`src/rtl/mux_scan_if.sv`:
```
// Bundle of the sequencer's scan-request, mux and downstream byte signals.
// master: the sequencer. slave: the environment (requester, mux and consumer).
// Handshake: a byte is transferred on a rising clk edge where data_valid and
// data_ready are both 1. data_out and data_valid stay stable while data_valid=1
// and data_ready=0. data_valid does not depend combinationally on data_ready.
interface mux_scan_if;
   logic       start;
   logic [7:0] chan_mask;
   logic [2:0] sel;
   logic       y_in;
   logic [7:0] data_out;
   logic       data_valid;
   logic       data_ready;
   logic       busy;

   modport master (
      input  start, chan_mask, y_in, data_ready,
      output sel, data_out, data_valid, busy
   );

   modport slave (
      output start, chan_mask, y_in, data_ready,
      input  sel, data_out, data_valid, busy
   );
endinterface

```
`src/rtl/mux_scan_sequencer.sv`:
```
// Scan sequencer for an 8:1 single-bit mux. Walks the enabled channels in
// ascending order, holds each select for DWELL cycles, then samples y_in.
// The eight samples are assembled into one byte and offered on a valid/ready
// port. state_dbg exposes the FSM state (0=IDLE, 1=SCAN, 2=DONE).
module mux_scan_sequencer #(
   parameter int DWELL = 2,
   parameter int CNT_W = 8
) (
   input  logic       clk,
   input  logic       rst,
   mux_scan_if.master bus,
   output logic [1:0] state_dbg
);

   typedef enum logic [1:0] {
      IDLE = 2'd0,
      SCAN = 2'd1,
      DONE = 2'd2
   } state_t;

   localparam logic [CNT_W-1:0] LAST_CNT = CNT_W'(DWELL - 1);

   state_t           state_q, state_d;
   logic [2:0]       sel_q, sel_d;
   logic [CNT_W-1:0] cnt_q, cnt_d;
   logic [7:0]       data_q, data_d;
   logic [7:0]       mask_q, mask_d;
   logic             valid_q, valid_d;
   logic             busy_q, busy_d;

   logic             has_next;
   logic [2:0]       next_ch;
   logic [2:0]       first_ch;

   // Lowest enabled channel strictly above the current select (no wrap).
   always_comb begin
      has_next = 1'b0;
      next_ch  = sel_q;
      for (int i = 7; i >= 0; i--) begin
         if ((i > int'(sel_q)) && mask_q[i]) begin
            has_next = 1'b1;
            next_ch  = 3'(i);
         end
      end
   end

   // Lowest enabled channel in the incoming request mask.
   always_comb begin
      first_ch = 3'd0;
      for (int i = 7; i >= 0; i--) begin
         if (bus.chan_mask[i]) first_ch = 3'(i);
      end
   end

   // Next-state and datapath update for the scan FSM.
   always_comb begin
      state_d = state_q;
      sel_d   = sel_q;
      cnt_d   = cnt_q;
      data_d  = data_q;
      mask_d  = mask_q;
      valid_d = valid_q;
      busy_d  = busy_q;
      case (state_q)
         IDLE: begin
            if (bus.start) begin
               mask_d = bus.chan_mask;
               data_d = 8'd0;
               busy_d = 1'b1;
               cnt_d  = '0;
               if (bus.chan_mask != 8'd0) begin
                  sel_d   = first_ch;
                  state_d = SCAN;
               end else begin
                  valid_d = 1'b1;
                  state_d = DONE;
               end
            end
         end
         SCAN: begin
            if (cnt_q == LAST_CNT) begin
               data_d[sel_q] = bus.y_in;
               cnt_d         = '0;
               if (has_next) begin
                  sel_d = next_ch;
               end else begin
                  valid_d = 1'b1;
                  state_d = DONE;
               end
            end else begin
               cnt_d = cnt_q + 1'b1;
            end
         end
         DONE: begin
            if (valid_q && bus.data_ready) begin
               valid_d = 1'b0;
               busy_d  = 1'b0;
               state_d = IDLE;
            end
         end
         default: state_d = IDLE;
      endcase
   end

   // State and datapath registers; reset aborts any scan or pending byte.
   always_ff @(posedge clk or posedge rst) begin
      if (rst) begin
         state_q <= IDLE;
         sel_q   <= 3'd0;
         cnt_q   <= '0;
         data_q  <= 8'd0;
         mask_q  <= 8'd0;
         valid_q <= 1'b0;
         busy_q  <= 1'b0;
      end else begin
         state_q <= state_d;
         sel_q   <= sel_d;
         cnt_q   <= cnt_d;
         data_q  <= data_d;
         mask_q  <= mask_d;
         valid_q <= valid_d;
         busy_q  <= busy_d;
      end
   end

   assign bus.sel        = sel_q;
   assign bus.data_out   = data_q;
   assign bus.data_valid = valid_q;
   assign bus.busy       = busy_q;
   assign state_dbg      = state_q;

endmodule

```
`src/flat_wrapper.sv`:
```
// flat-port wrapper written by rule: the top's interface ports become plain ports
module mux_scan_sequencer_flat 
#(
   parameter int DWELL = 2,
   parameter int CNT_W = 8
)
  (clk, rst, state_dbg, bus_start, bus_chan_mask, bus_y_in, bus_data_ready, bus_sel, bus_data_out, bus_data_valid, bus_busy);
  mux_scan_if bus_i ();
  input  logic clk;
  input  logic rst;
  output logic [1:0] state_dbg;
  input wire logic [$bits(bus_i.start)-1:0] bus_start;
  input wire logic [$bits(bus_i.chan_mask)-1:0] bus_chan_mask;
  input wire logic [$bits(bus_i.y_in)-1:0] bus_y_in;
  input wire logic [$bits(bus_i.data_ready)-1:0] bus_data_ready;
  output wire logic [$bits(bus_i.sel)-1:0] bus_sel;
  output wire logic [$bits(bus_i.data_out)-1:0] bus_data_out;
  output wire logic [$bits(bus_i.data_valid)-1:0] bus_data_valid;
  output wire logic [$bits(bus_i.busy)-1:0] bus_busy;
  assign bus_i.start = bus_start;
  assign bus_i.chan_mask = bus_chan_mask;
  assign bus_i.y_in = bus_y_in;
  assign bus_i.data_ready = bus_data_ready;
  assign bus_sel = bus_i.sel;
  assign bus_data_out = bus_i.data_out;
  assign bus_data_valid = bus_i.data_valid;
  assign bus_busy = bus_i.busy;
  mux_scan_sequencer #(.DWELL(DWELL), .CNT_W(CNT_W)) u_core (.clk(clk), .rst(rst), .bus(bus_i), .state_dbg(state_dbg));
endmodule
```
`config.mk`:
```
export PLATFORM = sky130hd
export DESIGN_NAME = mux_scan_sequencer_flat
export DESIGN_NICKNAME = d
export VERILOG_FILES = /design/src/rtl/mux_scan_if.sv /design/src/rtl/mux_scan_sequencer.sv /design/src/flat_wrapper.sv
export SDC_FILE = /design/constraint.sdc
export NUM_CORES = 1
export LEC_CHECK = 0
export CAP_MARGIN = 10
export CORE_ASPECT_RATIO = 0.5
export CORE_MARGIN = 3
export CORE_UTILIZATION = 45
export DETAILED_ROUTE_END_ITERATION = 16
export GPL_ROUTABILITY_DRIVEN = 0
export HOLD_SLACK_MARGIN = 0.08
export PLACE_DENSITY = 0.72
export SLEW_MARGIN = 30
export SYNTH_ARGS = -nofsm -noshare
export SYNTH_HDL_FRONTEND = slang
export SYNTH_SLANG_ARGS = --single-unit
```
`constraint.sdc`:
```
create_clock -name clk -period 2.09 [get_ports clk]
set_clock_uncertainty 0.15 [all_clocks]
set_input_delay 0.209 -clock clk [delete_from_list [all_inputs] [get_ports clk]]
set_output_delay 0.209 -clock clk [all_outputs]
set_load 0.01 [all_outputs]
```
==> out/results.ini, run 1 <==
[worst_setup_path]
critPathMaxFanout = 4
crit_arrival_ps = 2330
max_stage_delay_ps = 490
crit_chain = inv_2 -> ha_4 -> or4b_4 -> nor4_4 -> a22oi_2 -> nor2_1 -> mux2_4
worstSetupEndpointType = flop
cp_slowest_cell = or4b_4
crit_type = reg2reg
crit_required_ps = 2110
crit_path_start_kind = flop

[final_layout]
regArea_um2 = 751
final_area_um2 = 2400
drive_gt1_frac = 0.255
final_net_count = 261
final_core_util = 0.680
insertedDiodeCount = 0
multi_input_area_um2 = 980
n_fill_cell = 274
syn2layout_area_growth_pct = 41.3

[run]
maxCapViolCount = 0

[detailed_routing]
wirelength_um = 4400
initialDrtViolationCount = 105
antenna_left = 0
wl_per_cell_um = 14.7
vias_per_cell = 5.52
vias = 1645
drc_errors = 0
drt_pass1_iterations = 4

[yosys]
postSynth.asyncResetShare = 1.00
synthFlopType = dfrtp_1
synth_top_area_cell = dfrtp_1
syn_nets = 206
yosys_warnings = 0
ys_seq_area_frac = 0.442
synth-edff-count = 0
synth.most_common_cell = nand2_1
synth_area_leaders = dfrtp_1 44%, nand2_1 7.1%, o21ai_0 4.7%, nor2_1 3.5%, nand2b_1 2.2%
ys_seq_elements = 30
synth_top_cell_area_share = 0.442
avgSynthCellArea_um2 = 8.89
synthesis.area_um2 = 1700
synth_common_cells = 32 x nand2_1, 30 x dfrtp_1, 16 x nor2_1, 16 x o21ai_0, 7 x nor3_1
netlist_instances = 191
synth.distinct_cells = 50

[global_route]
grt_pass1_wl_um = 7360
grt_pass1_vias = 1638
grt_util_all_layers = 0.203
antenna_found_initial = 0
overflow = 0
grt_max_degree = 31

[sta]
max-slew-margin-rel = 0.648
tightest_slew_ps = 524
tns_ps = -1580
hold_violations = 0
fin_crit_sh = 1.11
rsz0062_at_grt = yes
finalWorstSetupSlack_ps = -229
setup_viol = 13
max_freq_mhz = 431
final.min_clock_period_ps = 2320
slew_violations = 0

[min_path]
hold_class = in2async

[clock_tree]
ctsHtreeMaxLevel = 2
worstSkewPairLatency_ps = 280
cts_tree = built
hold_buffers = 0
cts_inserted_buffers = 5
clk_pin_slew_ps = 60
cts_max_path_buffers = 2
cts.sinks = 30
cts_root_buf = clkbuf_8

[placed_design]
place_area_um2 = 2190
place.port_buffers = 27
hpwl_um = 3130

[outcome]
violations = setup timing
status = finished, violations left

[die]
die_y_um = 49.4
core_um2 = 3530
placementRows = 15
initial_core_util = 0.481
die_w_um = 92.9
ioPinCount = 28
die_area_um2 = 4590

[power_and_ir_drop]
clock_power_share = 0.143
p_leak_uw = 0.00104
powerDensity_nw_per_um2 = 1420
ir_worst_vdd_uv = 482
switching_share = 0.408
p_seq_frac = 0.268
combPwrFrac = 0.589
intPower_uw = 2020
p_switching_uw = 1390

[repair_timing]
item,4_1_cts,5_1_grt
resized for setup,14,12
setup endpoints to repair,19,21
setup buffers,1,3
pin swaps,11,5
[layer usage]
layer  up-vias  share of wire  track usage
li1        791              -            -
met3         4          0.042       0.0616
met4         0         0.0082       0.0681
met2        41           0.49        0.335
met1       809           0.46        0.256
met5         -              0            0
[cell families (layout without fill, tap and decap cells)]
family	Yosys count	in the layout	synth area share
AND/OR/NAND/NOR	91	91	0.272
AO/OA/AOI/OAI	48	48	0.199
flip-flops	30	30	0.442
buffers and inverters	14	70	0.0391
XOR/XNOR	4	4	0.0206
adder cells (fa/ha/maj)	2	2	0.0147
multiplexers	2	2	0.0125
[power by group through the flow]
stage	clock network [uW]	registers (uW)	logic [uW]
after floorplan	0	968	974
after global placement	0	907	1670
after detailed placement	0	914	1720
after CTS	493	913	1830
after global routing	526	941	2200
final	489	914	2010
[critical path: cells and delay by family, from the launching register on]
kind | cells | cell delay, ps
compound gates | 1 | 160
buf+inv | 1 | 80
fa+ha+maj | 1 | 110
simple gates | 3 | 980
flops | 1 | 400
mux | 1 | 320
[metrics by stage]
stage          total power, uW  worst slack (ps)  hold WS (ps)  instances
5_1_grt                   3670              -315           201        298
3_5_place_dp              2640              -192           304        287
3_3_place_gp              2570             -84.4           308        287
6_report                  3410              -229           148        298
2_1_floorplan             1940              -195           150        191
4_1_cts                   3230              -180           165        296
[final cells by class]
type	instances	area share
multi-input combinational	147	0.408
inverter	6	0.00938
clock inverter	1	0.00209
timing repair buffer	56	0.205
tap	51	0.0266
clock buffer	7	0.0360
sequential	30	0.313
[flip-flops by register name, indices dropped and copies added, names as in the netlist]
name	count
u_core.bus.busy	1
u_core.bus.data_out	8
u_core.bus.data_valid	1
u_core.bus.sel	3
u_core.cnt_q	8
u_core.mask_q	7
u_core.state_dbg	2
[cells in the final DEF, fill, tap and decap left out, types with 5 or more instances in the layout]
cell | netlist | routed
nor3_1 | 7 | 7
nor2_1 | 16 | 16
o21ai_0 | 16 | 8
clkdlybuf4s50_1 | 0 | 27
nand4_1 | 5 | 5
nand2b_1 | 6 | 6
dfrtp_1 | 30 | 30
a21oi_1 | 5 | 5
inv_1 | 6 | 5
o21ai_1 | 2 | 7
nand2_1 | 32 | 32
clkbuf_8 | 0 | 6
buf_4 | 1 | 28
[worst paths after layout]
check	slack, ps	startpoint	end	depth (start not counted)
hold reg to reg	320	u_core.mask_q[3]$_DFFE_PP0P_	u_core.mask_q[3]$_DFFE_PP0P_	2
max in group asynchronous	1360	rst	u_core.bus.data_valid$_DFFE_PP0P_	3
setup reg to reg	-230	u_core.cnt_q[1]$_DFFE_PP0P_	u_core.bus.sel[1]$_DFFE_PP0P_	7
setup / recovery	-230	u_core.cnt_q[1]$_DFFE_PP0P_	u_core.bus.sel[1]$_DFFE_PP0P_	7
hold / removal	150	rst	u_core.cnt_q[5]$_DFFE_PP0P_	3
min in group clk	320	u_core.mask_q[3]$_DFFE_PP0P_	u_core.mask_q[3]$_DFFE_PP0P_	2
(Power assumes the default switching activity.)
==> run 2: changes to the inputs <==
--- a/config.mk
+++ b/config.mk
@@ -9,6 +9,7 @@
 export CORE_ASPECT_RATIO = 0.5
 export CORE_MARGIN = 3
 export CORE_UTILIZATION = 45
+export CTS_CLUSTER_DIAMETER = 200
 export DETAILED_ROUTE_END_ITERATION = 16
 export GPL_ROUTABILITY_DRIVEN = 0
 export HOLD_SLACK_MARGIN = 0.08
==> results of run 2 <==
The final DEF is identical to that of run 1; final timing and power are the same.
